## src/rtl/msrv32_pc_fetch.sv

```systemverilog
// Program-counter / instruction-fetch address stage of the msrv32 core.
// Resolves next-PC priority, rides out bus wait states and tags wrong-path fetches.
module msrv32_pc_fetch #(
    parameter logic [31:0] RESET_PC = 32'h0000_0000
) (
    input  logic        clk_in,
    input  logic        rst_n_in,
    input  logic        branch_taken_in,
    input  logic [31:0] target_addr_in,
    input  logic        mret_in,
    input  logic [31:0] epc_in,
    input  logic        trap_taken_in,
    input  logic [31:0] trap_addr_in,
    input  logic        hready_in,
    output logic [31:0] iaddr_out,
    output logic [31:0] pc_out,
    output logic [31:0] pc_plus_4_out,
    output logic        ivalid_out,
    output logic        flush_out,
    output logic        misaligned_instr_out
);

    typedef enum logic [1:0] {
        BOOT,
        RUN,
        STALL,
        STALL_PEND
    } state_t;

    state_t      r_state;
    logic [31:0] r_iaddr;
    logic [31:0] r_pc;
    logic        r_ivalid;
    logic        r_flush;
    logic        r_misaligned;
    logic        r_pend_valid;
    logic [31:0] r_pend_addr;

    logic [31:0] w_trap_tgt;
    logic [31:0] w_branch_tgt;
    logic        w_qual_mret;
    logic        w_qual_branch;
    logic        w_mb_present;
    logic [31:0] w_mb_tgt;
    logic        w_mb_valid;
    logic        w_mb_misaligned;
    logic        w_applied;
    logic        w_will_pend;
    logic        w_mis_pulse;
    logic [31:0] w_seq_pc;
    logic [31:0] w_next_pc;

    assign w_trap_tgt    = {trap_addr_in[31:2], 2'b00};
    assign w_branch_tgt  = {target_addr_in[31:1], 1'b0};

    // mret/branch come from the instruction in execute, so a bubble cannot redirect
    assign w_qual_mret   = mret_in & r_ivalid;
    assign w_qual_branch = branch_taken_in & r_ivalid;
    assign w_mb_present  = w_qual_mret | w_qual_branch;
    assign w_mb_tgt      = w_qual_mret ? epc_in : w_branch_tgt;

    // A misaligned mret/branch target is dropped; the trap unit recovers later
    assign w_mb_misaligned = w_mb_present & w_mb_tgt[1];
    assign w_mb_valid      = w_mb_present & ~w_mb_tgt[1];

    assign w_applied   = trap_taken_in | r_pend_valid | w_mb_valid;
    assign w_will_pend = trap_taken_in | r_pend_valid | w_mb_valid;
    assign w_mis_pulse = w_mb_misaligned & ~trap_taken_in & ~r_pend_valid;
    assign w_seq_pc    = r_iaddr + 32'd4;

    always_comb begin
        w_next_pc = w_seq_pc;
        if (trap_taken_in)
            w_next_pc = w_trap_tgt;
        else if (r_pend_valid)
            w_next_pc = r_pend_addr;
        else if (w_mb_valid)
            w_next_pc = w_mb_tgt;
    end

    always_ff @(posedge clk_in or negedge rst_n_in) begin
        if (!rst_n_in) begin
            r_state      <= BOOT;
            r_iaddr      <= RESET_PC;
            r_pc         <= RESET_PC;
            r_ivalid     <= 1'b0;
            r_flush      <= 1'b0;
            r_misaligned <= 1'b0;
            r_pend_valid <= 1'b0;
            r_pend_addr  <= '0;
        end else begin
            r_misaligned <= w_mis_pulse;
            if (hready_in) begin
                r_pc         <= r_iaddr;
                r_iaddr      <= w_next_pc;
                r_ivalid     <= ~w_applied & (r_state != BOOT);
                r_flush      <= w_applied;
                r_pend_valid <= 1'b0;
                r_state      <= RUN;
            end else begin
                r_ivalid <= 1'b0;
                r_flush  <= 1'b0;
                // A trap always overwrites the held redirect; mret/branch only fill an empty slot
                if (trap_taken_in) begin
                    r_pend_addr  <= w_trap_tgt;
                    r_pend_valid <= 1'b1;
                end else if (w_mb_valid && !r_pend_valid) begin
                    r_pend_addr  <= w_mb_tgt;
                    r_pend_valid <= 1'b1;
                end
                case (r_state)
                    BOOT:       r_state <= BOOT;
                    RUN, STALL: r_state <= w_will_pend ? STALL_PEND : STALL;
                    STALL_PEND: r_state <= STALL_PEND;
                    default:    r_state <= BOOT;
                endcase
            end
        end
    end

    assign iaddr_out            = r_iaddr;
    assign pc_out               = r_pc;
    assign pc_plus_4_out        = r_pc + 32'd4;
    assign ivalid_out           = r_ivalid;
    assign flush_out            = r_flush;
    assign misaligned_instr_out = r_misaligned;

endmodule
```

## config.mk

```make
export PLATFORM = sky130hd
export DESIGN_NAME = msrv32_pc_fetch
export DESIGN_NICKNAME = d
export VERILOG_FILES = /design/src/rtl/msrv32_pc_fetch.sv
export SDC_FILE = /design/constraint.sdc
export NUM_CORES = 1
export LEC_CHECK = 0
export BUFFER_PORTS_ARGS = -buffer_cell sky130_fd_sc_hd__buf_2
export CAP_MARGIN = 20
export CELL_PAD_IN_SITES_DETAIL_PLACEMENT = 1
export CELL_PAD_IN_SITES_GLOBAL_PLACEMENT = 2
export CORE_MARGIN = 2
export CORE_UTILIZATION = 27
export CTS_CLUSTER_SIZE = 24
export DETAILED_ROUTE_END_ITERATION = 8
export PLACE_DENSITY = 0.87
export SYNTH_ARGS = -nofsm -noshare
export SYNTH_HDL_FRONTEND = slang
export SYNTH_SLANG_ARGS = --single-unit
```

## constraint.sdc

```tcl
create_clock -name clk_in -period 1.8 [get_ports clk_in]
set_input_delay 0.36 -clock clk_in [delete_from_list [all_inputs] [get_ports clk_in]]
set_output_delay 0.36 -clock clk_in [all_outputs]
set_load 0.03 [all_outputs]
```

Word level (Yosys, flattened, before mapping) --
Cells that the tools add are included.
Storage, ports and cells: bits in registers 102, bits in latches 0, memories 0, memory bits (read-only) 0, logic and storage cells 50, memory bits (writable) 0
Cells by class: add/subtract/negate cells 2, div/mod/pow operators 0, reductions and logical operators 8, equality and inequality tests 3, shifts and indexed selects 0, mux-type cells 14, $lt $le $gt $ge 0, bitwise logic cells 15, multipliers 0
Operator list (count):
- two-way mux 32 bit | 6
- adder 32 x 3 -> 32 bit (second input constant) | 2
- bitwise AND 1 bit | 7
- two-way mux 1 bit | 6
- one-hot mux 2 bit (3 select lines) | 1
- NOT 1 bit | 5
- equality test 2 bit (second input constant) | 2
- nonzero test 2 bit | 2
- bitwise OR 1 bit | 3
- nonzero test 3 bit | 1
- equality test 2 x 1 -> 1 bit (second input constant) | 1
- zero test 2 bit | 1
- two-way mux 2 bit | 1
- AND reduction 2 bit | 1
- OR reduction 2 bit | 1
- logical AND 1 bit | 1
- zero test 1 bit | 1

Depth between registers and ports, before layout --
depth after elaboration 8, gate-level depth with buffers 8, mapped depth without buffers 6

Least setup slack after synthesis --
Ideal clock, no wire load.
kind flip-flop to output port, from register r_pc[3], in the netlist pc_out[3], to output pc_plus_4_out[30], arrival time 2.193 ns, cell stages (with the launch flop) 8, data required time 1.440 ns, slack -0.753 ns, path through dfrtp_1 -> ha_1 -> nand3_1 -> nor4_2 -> and2_0 -> buf_2 -> nand4_1 -> xnor2_1
On the way: cells in the longest elaborated chain, start to end 1
RTL lines:
- from (decl) | RTL line 32 | logic [31:0] r_pc;
- from (signal assigned) | RTL line 94 | r_pc <= r_iaddr;
- adder 32 x 3 -> 32 bit | RTL line 123 | assign pc_plus_4_out = r_pc + 32'd4;
- to (decl) | RTL line 17 | output logic [31:0] pc_plus_4_out,
Every way passes these cells.

Final worst setup path --
from register r_pc[2], in the netlist pc_out[2], to output pc_plus_4_out[31]
The elaborated chain is that of the path after synthesis.

==> key figures <==
Power and ir drop
  – Total power: 9.19 mW
  – Worst IR Drop VDD: 0.000410 V
  – Leakage Power: 5.08 nW
  – P per Cell Area: 860 nW/µm²

Global route
  – Largest net degree at the start of global routing: 57
  – First-pass GRT wire length: between 30 and 40 mm
  – Initial antenna violation count: 1
  – Vias in the first global route: about 6900
  – Grt total ovfl: 0
  – GRT Total Usage: 0.201

Hold path
  – Startpoint of the worst hold path: trap_addr_in[18]
  – Min-delay worst type: in -> reg
  – WHS Path Cells: 3

Synthesis
  – Cell Area, Synth: 6380 µm²
  – Post-synth top flop: dfrtp_1
  – Syn Nets: 797
  – Ranking of synthesized cells by area: dfrtp_1 (40%), mux2_2 (6.7%), a21oi_1 (5.2%), mux2i_1 (5.0%), nand2_1 (4.3%)
  – Syn Area/Cell: 9.24 µm²
  – Post-synth top area share: 0.400
  – Seq/Total Area, Yosys: 0.400
  – Mapped Cells: 691
  – Yosys synthesis warning count: 0
  – Largest area contributor in the netlist: dfrtp_1
  – Synth Register Bits: 102
  – Post-synth EDFFs: 0
  – Synth cell count leaders: dfrtp_1 (102), nand2_1 (73), a21oi_1 (66)
  – Asr flop ratio synth: 1.00
  – Most frequent cell after synthesis: dfrtp_1
  – Synth unique cells: slightly above 70

Placement
  – Dpl ws: -0.402 ns
  – GP Congestion: 0.782
  – Port-buffer cells: ~200
  – Placed cells: 1293
  – DP HPWL: approximately 19 mm
  – Placed Area: 9090 µm²

Timing
  – Min Tclk post-route: 2.35 ns
  – Max-slew violations: 0
  – Final setup viols: 29
  – Fmax: 426 MHz
  – RSZ-0062 raised after global routing: true
  – Clk_skew: 0.0170 ns
  – Slew Limit Headroom: 0.702
  – Fin crit share: 1.30
  – Measured slew at the worst slew-check pin: 0.435 ns
  – Setup WS post-layout: -0.547 ns
  – Final hold violation count: 0

Status
  – Outcome: finished, violations left
  – Failing checks: setup timing

Die
  – I/O Pins: about 200
  – DIE HEIGHT: 158 µm
  – DIE WIDTH: approximately 160 µm
  – Die area: 24900 µm²
  – Starting Density: 0.274
  – Row count: 56
  – Core ar.: about 23000 µm²

Critical path
  – Max incr delay on CP: roughly 0.40 ns
  – Reg2reg path depth: 7
  – Crit path capture type: primary output
  – Slowest cell on crit path: dfrtp_2
  – WS Path Type: reg -> out
  – Crit-path max FO: 3
  – CP cell instances: buf_6, nand4_1, nor2_4, and4_4, nand4_1, xnor2_4, buf_6
  – Critical path arrival: slightly below 2 ns
  – CP startpoint kind: flip-flop
  – Critical Path RT: 1.44 ns
  – Worst r2r src: ivalid_out$_DFF_PN0_
  – Worst Setup SP: pc_out[2]$_DFFE_PN0P_

Clock tree
  – Clock Sinks: 102
  – Max Root-Sink Buffers: 2
  – Clock slew at reported path FFs: 0.07 ns
  – TritonCTS clock tree: done
  – H-tree levels: 3
  – Worst-Skew Late Latency: around 0.36 ns
  – CTS root buf: clkbuf_16
  – CTS buffer count: 9

Route
  – DR vias: 6904
  – Drc violations: 0
  – Initial DRC count: 299
  – Per-cell routed wire length: 20.1 µm
  – Final WL: 27.1 mm
  – DRT Pass-1 Iters: 5
  – Via/cell ratio: between 5 and 6
  – Post-DRT Antenna Nets: 0

Layout
  – Nets@finish: between 1000 and 1500
  – Area growth syn-to-layout: 67.5%
  – Reg area: 2580 µm²
  – Diode count: 0
  – Multi-input logic area: 4530 µm²
  – Share of post-route cells with drive strength above 1: 0.574
  – Final core occ: 0.458
  – Fillers: 2646
  – Number of non-filler instances in the completed layout: 1351
  – Design Area, Final: 10700 µm²

Flow run
  – Max-cap violations: 0
-- cell families (layout without fill, tap and decap cells) --
logic type / count (synthesis) / after routing / share of synthesized area
buf+inv: 63 / 403 / 0.0508
mux: 71 / 71 / 0.119
xor+xnor: 33 / 33 / 0.0453
fa+ha+maj: 4 / 4 / 0.00784
flops: 102 / 102 / 0.400
simple gates: 217 / 218 / 0.175
compound gates: 201 / 201 / 0.203
-- cell usage in the layout (no fill, tap or decap), types with 24 or more instances in the layout --
cell       n
buf_6     36
nor2_1    44
buf_4    150
o21ai_0   26
dfrtp_1   78
dfrtp_2   24
buf_2    167
mux2i_1   25
mux2_2    33
nand2_1   56
a21oi_1   59
-- path summary, 6_finish.rpt --
path | to | slack, ns
setup / recovery | pc_plus_4_out[31] | -0.55
hold / removal | r_pend_addr[18]$_DFFE_PN0P_ | 0.31
setup reg to reg | r_pend_addr[28]$_DFFE_PN0P_ | -0.04
hold reg to reg | r_pend_addr[18]$_DFFE_PN0P_ | 0.49
max in group asynchronous | pc_out[23]$_DFFE_PN0P_ | 0.69
min in group asynchronous | r_pend_addr[2]$_DFFE_PN0P_ | 0.47
-- metrics by stage --
stage	hold slack [ns]	TNS, ns
2_1_floorplan	0.0644	-4.29
3_3_place_gp	0.320	-5.94
3_5_place_dp	0.326	-7.66
4_1_cts	0.302	-11.73
5_1_grt	0.324	-14.66
6_report	0.305	-10.48
-- layer usage --
| layer | vias to the layer above | part of all wire | global-route usage |
|---|---|---|---|
| met1 | 3449 | 0.45 | 0.276 |
| met4 | 2 | 0.018 | 0.0628 |
| met5 | - | 0.00048 | 0 |
| li1 | 3221 | - | - |
| met3 | 35 | 0.045 | 0.0290 |
| met2 | 197 | 0.49 | 0.326 |
-- area by class of cell --
type | instances | share of cell area
Sequential cell | 102 | 0.242
Timing Repair Buffer | 376 | 0.266
Multi-Input combinational cell | 527 | 0.424
Tap cell | 319 | 0.0373
Inverter | 11 | 0.00386
Clock buffer | 10 | 0.0214
Clock inverter | 6 | 0.00644
-- flip-flops by register name (all words and copies together), names as in the netlist --
signal	cells
r_pend_addr	32
ivalid_out	1
flush_out	1
iaddr_out	32
misaligned_instr_out	1
r_pend_valid	1
pc_out	32
r_state	2
-- worst max-delay path: cells and delay by family (launching register included) --
| kind | cells | cell delay, ns |
|---|---|---|
| xor+xnor | 1 | 0.19 |
| buf+inv | 2 | 0.25 |
| flops | 1 | 0.40 |
| simple gates | 4 | 0.79 |
-- report_power, final --
part	internal, mW	switching (mW)	total [mW]
clock network	1.09	0.939	2.03
registers	2.67	0.293	2.96
logic	1.78	2.41	4.20
-- repair_timing --
| action | 4_1_cts | 5_1_grt |
|---|---|---|
| endpoints found under the hold margin | 25 | 0 |
| hold buffers | 1 | 0 |
| setup buffers | 5 | 30 |
| pin swaps | 21 | 48 |
| cloned | 0 | 9 |
| gates resized for setup | 84 | 122 |
| endpoints found under the setup margin | 51 | 62 |
No activity file was read; power rests on OpenSTA's default activity.
